**config.mk**
```make
export PLATFORM = sky130hd
export DESIGN_NAME = ans_check
export DESIGN_NICKNAME = d
export VERILOG_FILES = /design/src/rtl/ans_check.sv
export SDC_FILE = /design/constraint.sdc
export NUM_CORES = 1
export LEC_CHECK = 0
export BUFFER_PORTS_ARGS = -buffer_cell sky130_fd_sc_hd__buf_4
export CORE_ASPECT_RATIO = 0.9
export CORE_UTILIZATION = 40
export DETAILED_ROUTE_END_ITERATION = 7
export PLACE_DENSITY = 0.73
export REMOVE_ABC_BUFFERS = 1
export SYNTH_ARGS = -nofsm -noshare
export SYNTH_HDL_FRONTEND = slang
export SYNTH_SLANG_ARGS = --single-unit
export TNS_END_PERCENT = 10
```
**constraint.sdc**
```tcl
create_clock -name CLK -period 5.1 [get_ports CLK]
set_clock_uncertainty 0.1 [all_clocks]
set_input_delay 0.51 -clock CLK [delete_from_list [all_inputs] [get_ports CLK]]
set_output_delay 0.51 -clock CLK [all_outputs]
set_load 0.02 [all_outputs]
```
**src/rtl/ans_check.sv**
```systemverilog
// ans_check: latches a question, collects up to three factor codes and grades them as an unordered multiset.
module ans_check #(
  parameter int MAX_TRIES = 3,
  parameter int SCORE_MAX = 99
) (
  input  logic        CLK,
  input  logic        RST,
  input  logic [25:0] QUESTION,
  input  logic        LOAD,
  input  logic        KEY_VALID,
  input  logic [3:0]  KEY_CODE,
  input  logic        DEL,
  input  logic        SUBMIT,
  output logic [11:0] ENTRY,
  output logic [1:0]  ENTRY_CNT,
  output logic        BUSY,
  output logic        RESULT_VALID,
  output logic        CORRECT,
  output logic        DONE,
  output logic [1:0]  TRIES,
  output logic [6:0]  SCORE
);
  typedef enum logic [1:0] {IDLE, ENTER, CHECK} state_t;
  state_t state, state_n;
  logic [1:0] diff, diff_n, cnt_n, tries_n;
  logic [11:0] ans, ans_n, entry_n;
  logic [6:0] score_n, score_inc;
  logic [7:0] score_sum;
  logic rv_n, correct_n, done_n, match;
  logic unused_bits;
  assign unused_bits = ^QUESTION[23:12];
  // Sorting both sides descending turns the multiset compare into plain equality; zeros land in the top slots.
  function automatic logic [11:0] sort3(input logic [11:0] v);
    logic [3:0] a, b, c, t;
    a = v[3:0];
    b = v[7:4];
    c = v[11:8];
    if (a < b) begin t = a; a = b; b = t; end
    if (b < c) begin t = b; b = c; c = t; end
    if (a < b) begin t = a; a = b; b = t; end
    return {c, b, a};
  endfunction
  always_comb begin
    match = sort3(ENTRY) == ans;
    score_sum = {1'b0, SCORE} + 8'(diff) + 8'd1;
    score_inc = score_sum > 8'(SCORE_MAX) ? 7'(SCORE_MAX) : score_sum[6:0];
    state_n = state;
    diff_n = diff;
    ans_n = ans;
    entry_n = ENTRY;
    cnt_n = ENTRY_CNT;
    tries_n = TRIES;
    score_n = SCORE;
    rv_n = 1'b0;
    done_n = 1'b0;
    correct_n = CORRECT;
    if (LOAD) begin
      diff_n = QUESTION[25:24];
      ans_n = sort3(QUESTION[11:0]);
      entry_n = '0;
      cnt_n = '0;
      tries_n = 2'(MAX_TRIES);
      state_n = ENTER;
    end else if (state == ENTER) begin
      if (SUBMIT) state_n = CHECK;
      else if (DEL) begin
        if (ENTRY_CNT != 2'd0) begin
          entry_n[{ENTRY_CNT - 2'd1, 2'b00} +: 4] = 4'd0;
          cnt_n = ENTRY_CNT - 2'd1;
        end
      end else if (KEY_VALID && KEY_CODE inside {[4'd1:4'd9]} && ENTRY_CNT != 2'd3) begin
        entry_n[{ENTRY_CNT, 2'b00} +: 4] = KEY_CODE;
        cnt_n = ENTRY_CNT + 2'd1;
      end
    end else if (state == CHECK) begin
      rv_n = 1'b1;
      correct_n = match;
      if (match) begin
        score_n = score_inc;
        done_n = 1'b1;
        state_n = IDLE;
      end else if (TRIES <= 2'd1) begin
        tries_n = 2'd0;
        done_n = 1'b1;
        state_n = IDLE;
      end else begin
        tries_n = TRIES - 2'd1;
        entry_n = '0;
        cnt_n = '0;
        state_n = ENTER;
      end
    end
  end
  always_ff @(posedge CLK) begin
    if (RST) begin
      state <= IDLE;
      diff <= '0;
      ans <= '0;
      ENTRY <= '0;
      ENTRY_CNT <= '0;
      BUSY <= 1'b0;
      RESULT_VALID <= 1'b0;
      CORRECT <= 1'b0;
      DONE <= 1'b0;
      TRIES <= '0;
      SCORE <= '0;
    end else begin
      state <= state_n;
      diff <= diff_n;
      ans <= ans_n;
      ENTRY <= entry_n;
      ENTRY_CNT <= cnt_n;
      BUSY <= state_n != IDLE;
      RESULT_VALID <= rv_n;
      CORRECT <= correct_n;
      DONE <= done_n;
      TRIES <= tries_n;
      SCORE <= score_n;
    end
  end
endmodule
```
---- Word-level counts from Yosys, hierarchy flattened ----
Cells that the tools add are included.
operators by class
  add/subtract/negate cells ............... 7
  order comparisons ....................... 10
  equality and inequality tests ........... 11
  shift-type cells ........................ 4
  mux-type cells .......................... 48
  bitwise gates (word level) .............. 3
  reductions and logical operators ........ 14
operators with widths
  operator                                                                         number
  12-bit two-way mux                                                               8
  4-bit two-way mux                                                                15
  2-bit two-way mux                                                                17
  12-bit bitwise mux                                                               2
  4-bit < comparator                                                               6
  4-bit by 6-bit variable shift with 12-bit output, first input constant           2
  12-bit == test                                                                   1
  4-bit negation with 6-bit output                                                 2
  4-bit by 6-bit variable part select with 12-bit output                           1
  4-bit by 6-bit variable part select with 12-bit output, first input constant     1
  2-bit != test, second input constant                                             5
  7-bit by 2-bit adder with 8-bit output                                           1
  8-bit by 1-bit adder with 8-bit output, second input constant                    1
  8-bit by 7-bit greater-than comparator with 1-bit output, second input constant  1
  2-bit nonzero test                                                               4
  7-bit two-way mux                                                                1
  3-bit by 2-bit != test with 1-bit output, second input constant                  2
  3-bit AND reduction                                                              2
  6-bit AND reduction                                                              1
  1-bit two-way mux                                                                5
  4-bit by 1-bit >= comparator with 1-bit output, second input constant            1
  4-bit less-or-equal comparator, second input constant                            1
  4-bit AND reduction                                                              1
  4-bit OR reduction                                                               1
  10 further kinds                                                                 15
word-level totals
  flip-flop bits (word level) ............. 43
  input bits .............................. 36
  output and inout port bits .............. 27
  word-level logic and storage cells ...... 108

---- Logic depth before layout (Yosys ltp) ----
Gate-level depths: netlist of the first run.
  depth after elaboration ................. 12
  gate-level depth with buffers ........... 26
  depth with buffers taken out ............ 25

---- Worst setup path before layout of the first run ----
No wires, ideal clock.
  kind .................................... register to register
  start point ............................. reg ENTRY[3]
  end point ............................... reg BUSY
  setup time .............................. 0.114 ns
  arrival time ............................ 5.478 ns
  required time ........................... 4.886 ns
  setup slack ............................. -0.591 ns
  cell stages (with the launch flop) ...... 23
  path buffers ............................ 0
  clock period less this slack ............ 5.691 ns
  cell sequence ........................... dfxtp_1 > inv_1 > ha_1 > o21ba_2 > nor2_1 > mux2_2 > ha_1 > a211oi_1 > nand2_1 > or4_4 > and3_4 > a21oi_1 > ha_1 > a21oi_1 > o21bai_1 > a211oi_1 > nor2_1 > a32oi_1 > nand3_1 > nor4_1 > a31oi_1 > a2111o_1 > a21o_1
on the way
  word-level cells in the longest chain between the ends .. 12
  elaborated cells between the ends (all ways) .. 15
  those cells by class .................... order compare: 3; eq/ne: 1; mux: 10; reduce/logical: 1
RTL lines
  item                      RTL line  source
  start: declaration        14        output logic [11:0] ENTRY,
  start signal: assignment  111       ENTRY <= entry_n;
  4-bit < comparator        38        if (a < b) begin t = a; a = b; b = t; end
  4-bit two-way mux         38
  4-bit < comparator        39        if (b < c) begin t = b; b = c; c = t; end
  4-bit two-way mux         39
  4-bit < comparator        40        if (a < b) begin t = a; a = b; b = t; end
  4-bit two-way mux         40
  12-bit == test *          44        match = sort3(ENTRY) == ans;
  1-bit two-way mux *       78        if (match) begin
  2-bit two-way mux *       75        end else if (state == CHECK) begin
  2-bit two-way mux *       64        end else if (state == ENTER) begin
  2-bit two-way mux *       57        if (LOAD) begin
  2-bit nonzero test *      113       BUSY <= state_n != IDLE;
  end signal: assignment    101       BUSY <= 1'b0;
  end signal: assignment    113
  end: declaration          16        output logic BUSY,
Mark *: on every way between the ends. The rest lies on a longest branch, timed or not.
A chain may end at the register's enable or synchronous reset.

---- Worst setup path after layout of the first run ----
  start point ............................. reg ENTRY[6]
  end point ............................... reg BUSY
The elaborated chain is that of the path after synthesis.

==> results of run 1 <==
state kept, by name, indices dropped and copies added (netlist names):
name / cells
ENTRY: 12
DONE: 1
state: 2
diff: 2
ans: 12
SCORE: 7
BUSY: 1
RESULT_VALID: 1
TRIES: 2
ENTRY_CNT: 2
CORRECT: 1
stage by stage:
step | util (%) | hold WS [ns] | TNS, ns
final | 57.44 | 0.3264 | -6.780
after floorplan | - | 0.3604 | -13.96
after global placement | 50.55 | 0.3740 | -9.737
after CTS | 55.61 | 0.3314 | -1.966
after global routing | 57.44 | 0.3381 | -11.23
after detailed placement | 50.55 | 0.3787 | -11.73
routing by layer:
metal / up-vias / wire [um] / GRT usage, % / share of wire [%]
met4: 0 / 178 / 7.729 / 1.7
met5: - / 0 / 0 / 0
li1: 1826 / - / - / -
met1: 1750 / 4496 / 26.48 / 43
met3: 22 / 471 / 3.387 / 4.5
met2: 115 / 5310 / 39.30 / 51
what timing repair did:
| action | in CTS | in global routing |
|---|---|---|
| hold buffers | 0 | 0 |
| endpoints found under the setup margin | 27 | 27 |
| pin swaps | 24 | 7 |
| gates resized for setup | 47 | 22 |
| cloned | 0 | 0 |
| setup buffers | 16 | 5 |
cells by family after synthesis:
family,Yosys count,share of synthesized area (%)
and+or+nand+nor,143,20.74
AOI/OAI and AO/OA,127,24.57
buffers and inverters,56,6.353
DFF,43,24.15
adders and majority gates,40,14.25
muxes,26,7.722
xor gates and xnor gates,9,2.211
worst min-delay path by stage:
stage                      start  cells after the start  slack [ns]       end
floorplan                diff[0]                      2        0.36   diff[0]
global placement        SCORE[0]                      2        0.37  SCORE[0]
detailed placement       CORRECT                      2        0.38   CORRECT
CTS                 QUESTION[24]                      3        0.33   diff[0]
global route         KEY_CODE[3]                      3        0.34  ENTRY[7]
finish              QUESTION[24]                      3        0.33   diff[0]
worst reg2reg max path: stages, from the launching register on:
cell and delay, ns:
dfxtp_2 0.34, inv_2 0.05, ha_4 0.25, nor2_2 0.04, o21ba_4 0.22, nor2_4 0.14
mux2i_1 0.23, inv_1 0.09, ha_2 0.21, a211oi_2 0.24, nand2_1 0.11, or4_4 0.46
and3_4 0.19, mux2_4 0.32, clkinv_4 0.06, ha_4 0.13, a21oi_4 0.06, o21bai_4 0.16
a211oi_2 0.06, o21a_2 0.29, buf_6 0.13, nor4_2 0.21, mux2i_1 0.16, a32oi_4 0.35
a31oi_4 0.14, a2111o_1 0.45, a21o_1 0.16
synth_stat cells, drive strengths merged, types with 5 or more instances:
master / number
buf: 6
a211oi: 13
mux2: 9
nand2b: 10
nor2b: 6
dfxtp: 43
nor3: 9
xnor2: 6
nand3: 13
o21ai: 23
nor2: 42
nand2: 25
ha: 39
and3: 5
inv: 43
o21a: 9
clkbuf: 6
or3: 5
a311oi: 6
a31oi: 5
and2: 7
a21o: 5
a21oi: 30
a21boi: 5
mux2i: 17
where the power goes:
group          switching [uW]  internal (uW)
Sequential               14.5            350
Clock                     137            149
Combinational             120            104
Total                     272            602
cell type report:
cell class	instances	area [um2]
Clock buffer	5	68.82
Multi-Input combinational cell	345	2774
Fill cell	739	3664
Timing Repair Buffer	114	870.8
Clock inverter	3	47.55
Tap cell	119	148.9
Sequential cell	43	864.6
Inverter	44	170.2
cells in the final DEF (no fill, tap or decap), types with 4 or more instances in the layout:
master	count
and2_1	6
nand2_1	25
mux2i_1	17
clkbuf_8	5
mux2_2	7
a21oi_2	4
or3_1	5
nor2_1	36
a211oi_1	9
a311oi_1	5
ha_1	32
nor2b_1	5
o21ai_0	18
a21oi_1	25
ha_4	5
nand3_1	13
and3_1	4
a211oi_2	4
nand2b_1	10
nor3_1	8
nor2_2	4
inv_1	39
inv_2	4
o21a_1	7
dfxtp_1	40
o21ai_1	5
a21o_1	5
xnor2_1	6
nor4_2	4
a21boi_0	4
buf_4	110
buf_6	4
==> metrics.txt, run 1 <==
Pleak around 0.0021 uW; WL final roughly 10,000 um; Register-to-Register Path Depth 26; share of the synthesized area in the top cell type about a quarter; number of global-route vias before repair between 3,000 and 4,000; maximum buffer depth of the clock tree 2; capturing point of the worst reg2reg path BUSY; first-pass GRT wire length between 15,000 and 20,000 um; Die X 101.5 um; largest net degree at the start of global routing 32; DRT iter0 DRCs 234; overall power around 870 uW; Post-DP Area ~4400 um2; Via density ~5.5; Synth Area per Inst between 8 and 9 um2; Slew @ Worst Pin about 0.61 ns; Root Buffer clkbuf_8; most area-hungry cell type in the Yosys netlist dfxtp_1; pwr dens approximately 180 nW/um2; number of cells on the critical path 26; total grt overflow 0; placed cells around 640; largest vdd supply drop approximately 0.15 mV; clock period minus final worst setup slack between 5 and 6 ns; PnR worst setup slack -0.3515 ns; Slew Viols, Final 0; CP max stage delay around 0.46 ns; CTS tree built; flops & latches, synth 43; period utilization 106.9%; Design Area, Final about 4900 um2; core footprint around 8600 um2; crit path launch ENTRY[6]; fraction of layout cells with a size suffix above 1 34.66%; count of different cell masters after synthesis 68; Clk pin slew, worst setup/hold paths 0.10 ns; Die H between 90 and 100 um; Setup CP Type reg -> reg; GPL Wtd Cong just over 0.8; post-DP HPWL 7196 um; r2r setup slk -0.35 ns; fin nets around 630; CP endpoint BUSY; Layout area overhead 38.72%; Seq/Total Area, Yosys between 20% and 30%; initial antenna violation count 0; final cell count without fillers 673; Async SR Flop Fraction 0%; count of final setup violators 27; number of synthesized flops with an enable pin 0; status complete, but fails checks; CP Max Fanout 3; Setup Slack @ Placement -0.5881 ns; WP data arrival about 5.6 ns; GRT Overall Usage 22.09%; Slowest cell on crit path or4_4; # clock sinks 43; DR pass1 iterations 5; Max Cap Violations 0; Via Count roughly 3,700; TritonCTS buffer count 5; Synth Warn # 0; Worst-Skew Late Latency roughly 0.32 ns; # port buffers 50; WP data required 5.21 ns; Startpoint Class flop; Fmax around 180 MHz; Worst Hold Class in -> reg; Reg2Reg Launch Point ENTRY[6]; # diodes 0; Mapped Cells 444; I/O pins 63; relative slew slack between 50% and 60%; failing checks negative setup slack; DR WL/cell approximately 16 um; Worst setup EP type flop; drc violations 0; Initial Util 41.41%; die area about 9300 um2; Top delay family on crit path compound AO/OA/AOI/OAI gates; H-tree depth 2; largest cells by area after synthesis dfxtp_1 24%, ha_1 14%, mux2i_1 4.8%; final hold violations 0; Main synth FF type dfxtp_1; Post-DRT Antenna Nets 0; Mapped Area ~3600 um2; WP buf/inv 4; setup repair after global routing missed its margin yes; FP Rows 32
(Power assumes the default switching activity.)
==> run 2, diff against run 1 <==
--- a/config.mk
+++ b/config.mk
@@ -5,11 +5,14 @@
 export SDC_FILE = /design/constraint.sdc
 export NUM_CORES = 1
 export LEC_CHECK = 0
+export ABC_AREA = 1
 export BUFFER_PORTS_ARGS = -buffer_cell sky130_fd_sc_hd__buf_4
+export CELL_PAD_IN_SITES_DETAIL_PLACEMENT = 0
+export CELL_PAD_IN_SITES_GLOBAL_PLACEMENT = 1
 export CORE_ASPECT_RATIO = 0.9
-export CORE_UTILIZATION = 40
+export CORE_UTILIZATION = 36
 export DETAILED_ROUTE_END_ITERATION = 7
-export PLACE_DENSITY = 0.73
+export PLACE_DENSITY = 0.87
 export REMOVE_ABC_BUFFERS = 1
 export SYNTH_ARGS = -nofsm -noshare
 export SYNTH_HDL_FRONTEND = slang
==> metrics.txt, run 2 <==
number of global-route vias before repair between 2,000 and 3,000; GRT Overall Usage 16.83%; placed cells just under 700; fin nets approximately 650; # port buffers 50; final hold violations 0; Startpoint Class flop; Async SR Flop Fraction 0%; CTS tree built; Worst Hold Class in -> reg; fillers roughly 970; Design Area, Final roughly 4000 um2; WP buf/inv 5; first-pass GRT wire length 13,590 um; Post-DRT Antenna Nets 0; Post-CTS Hold Fix Bufs 0; setup repair after global routing missed its margin no; Top delay family on crit path simple AND/OR/NAND/NOR gates; count of different cell masters after synthesis 42; Sum Neg Setup Slack 0 ns; relative slew slack ~53%; Via Count about 3,300; Net Switching slightly above 500 uW; Switching Fraction around 43%; Layout area overhead 17.08%; Mapped Cells around 530; Slew @ Worst Pin roughly 0.70 ns; Die H ~95 um; status completed; post-DP HPWL 6464 um; most common cell after layout, fill and taps aside nand2_1; TritonCTS buffer count 5; commonest cells in the netlist 118 x nand2_1, 85 x inv_1, 56 x nor2_1; crit path launch ENTRY[3]; number of cells on the critical path 31; Initial Util between 30% and 40%; Setup CP Type reg -> reg; overall power 1181 uW; # diodes 0; Int Power 676.7 uW; WP data arrival ~4.6 ns; total grt overflow 0; r2r setup slk 0.58 ns; Mapped Area ~3500 um2; Clock power frac between 20% and 30%; GPL Wtd Cong ~0.92; Slew Viols, Final 0; DRT iter0 DRCs 155; # clock sinks 43; Via density 4.693; Die X about 110 um; Worst setup EP type flop; final cell count without fillers 700; Main synth FF type dfxtp_1; Largest regs ENTRY (12), ans (12), SCORE (7); Register-to-Register Path Depth 31; crit-path most repeated cell nand2_1; Synth Warn # 0; Synth Area per Inst roughly 6.5 um2; drc violations 0; share of the synthesized area in the top cell type between 20% and 30%; clock period minus final worst setup slack around 4.5 ns; DR pass1 iterations 4; pwr dens between 200 and 300 nW/um2; number of synthesized flops with an enable pin 0; largest net degree at the start of global routing 22; cts repair resizes 0; H-tree depth 2; initial antenna violation count 0; Reg2Reg Launch Point ENTRY[3]; maximum buffer depth of the clock tree 2; CP max stage delay between 0.4 and 0.5 ns; most frequent cells in the layout 118 x nand2_1, 85 x inv_1, 56 x nor2_1; most area-hungry cell type in the Yosys netlist dfxtp_1; Fmax 221.4 MHz; largest vdd supply drop ~0.14 mV; Slowest cell on crit path dfxtp_1; FP Rows 33; Worst-Skew Late Latency slightly below 0.3 ns; Root Buffer clkbuf_8; fraction of layout cells with a size suffix above 1 15.05%; period utilization 88.58%; CP endpoint ENTRY[5]; core footprint a little over 9000 um2; die area roughly 10000 um2; Seq/Total Area, Yosys approximately a quarter; capturing point of the worst reg2reg path ENTRY[5]; Comb power frac a little under half; I/O pins 63; Post-DP Area 3936 um2; CP Max Fanout 20; WP data required around 5.2 ns; Pleak 0.001985 uW; Flop pwr share a little under a third; WL final about 8000 um; Clk pin slew, worst setup/hold paths roughly 0.08 ns; count of final setup violators 0; DR WL/cell 11.33 um; post-CTS setup buffer count 0; Max Cap Violations 0; flops & latches, synth 43; largest cells by area after synthesis dfxtp_1 25%, ha_1 14%, nand2_1 13%; most frequent cell after synthesis nand2_1
==> run 2: cell count changes after synthesis, sizes merged, moves of 8 or more <==
cell    before  now
o21a         9    1
nand3       13   51
nand2b      10    0
nor2        42   59
a211oi      13    4
nand2       25  129
mux2i       17    0
o21ai       23   39
inv         43   90
mux2         9    0
==> run 2: cell families after synthesis <==
logic type | synth area share (%)
AO/OA/AOI/OAI | 13.27
XOR/XNOR | 2.031
adder cells (fa/ha/maj) | 14.72
buffers and inverters | 11.46
flip-flops | 24.95
AND/OR/NAND/NOR | 33.58
==> run 2: power by group through the flow <==
stage	combinational [uW]	sequential, uW	clock (uW)
detailed placement	563	383	0
global route	642	378	264
global placement	547	382	0
floorplan	430	388	0
CTS	566	375	251
finish	566	374	241
==> run 2: worst min path at each step <==
stage | start | endpoint | depth (start not counted)
floorplan | ans[11] | ans[11] | 2
global placement | ans[11] | ans[11] | 2
detailed placement | ans[11] | ans[11] | 2
CTS | QUESTION[25] | diff[1] | 3
global route | QUESTION[25] | diff[1] | 3
finish | QUESTION[25] | diff[1] | 3
==> run 2: per-layer routing <==
layer	up-vias	GRT usage [%]	share of wire (%)
met2	60	27.91	45
met5	-	0	0
met3	2	2.208	4.0
met1	1439	22.91	51
met4	0	4.695	0.55
li1	1784	-	-
==> run 2: layout make-up <==
type	instances	area, um2	area share [%]
clock buffer	7	96.34	2.385
clock inverter	1	7.507	0.1858
multi-input combinational	385	2195	54.32
sequential	43	860.8	21.31
inverter	90	337.8	8.362
timing repair buffer	52	390.4	9.662
tap	122	152.6	3.778
==> run 2: stage by stage <==
step / setup slack, ns / util [%] / hold slack [ns]
4_1_cts: 0.5562 / 43.88 / 0.3448
5_1_grt: 0.02866 / 43.88 / 0.3814
3_3_place_gp: 0.6482 / 42.75 / 0.3507
6_report: 0.5825 / 43.88 / 0.3524
2_1_floorplan: 0.7932 / - / 0.3385
3_5_place_dp: 0.5784 / 42.75 / 0.3616
==> run 2: worst min-delay path, stage by stage <==
cell     delay, ns
buf_4         0.07
nand3_1       0.06
o21ai_0       0.07
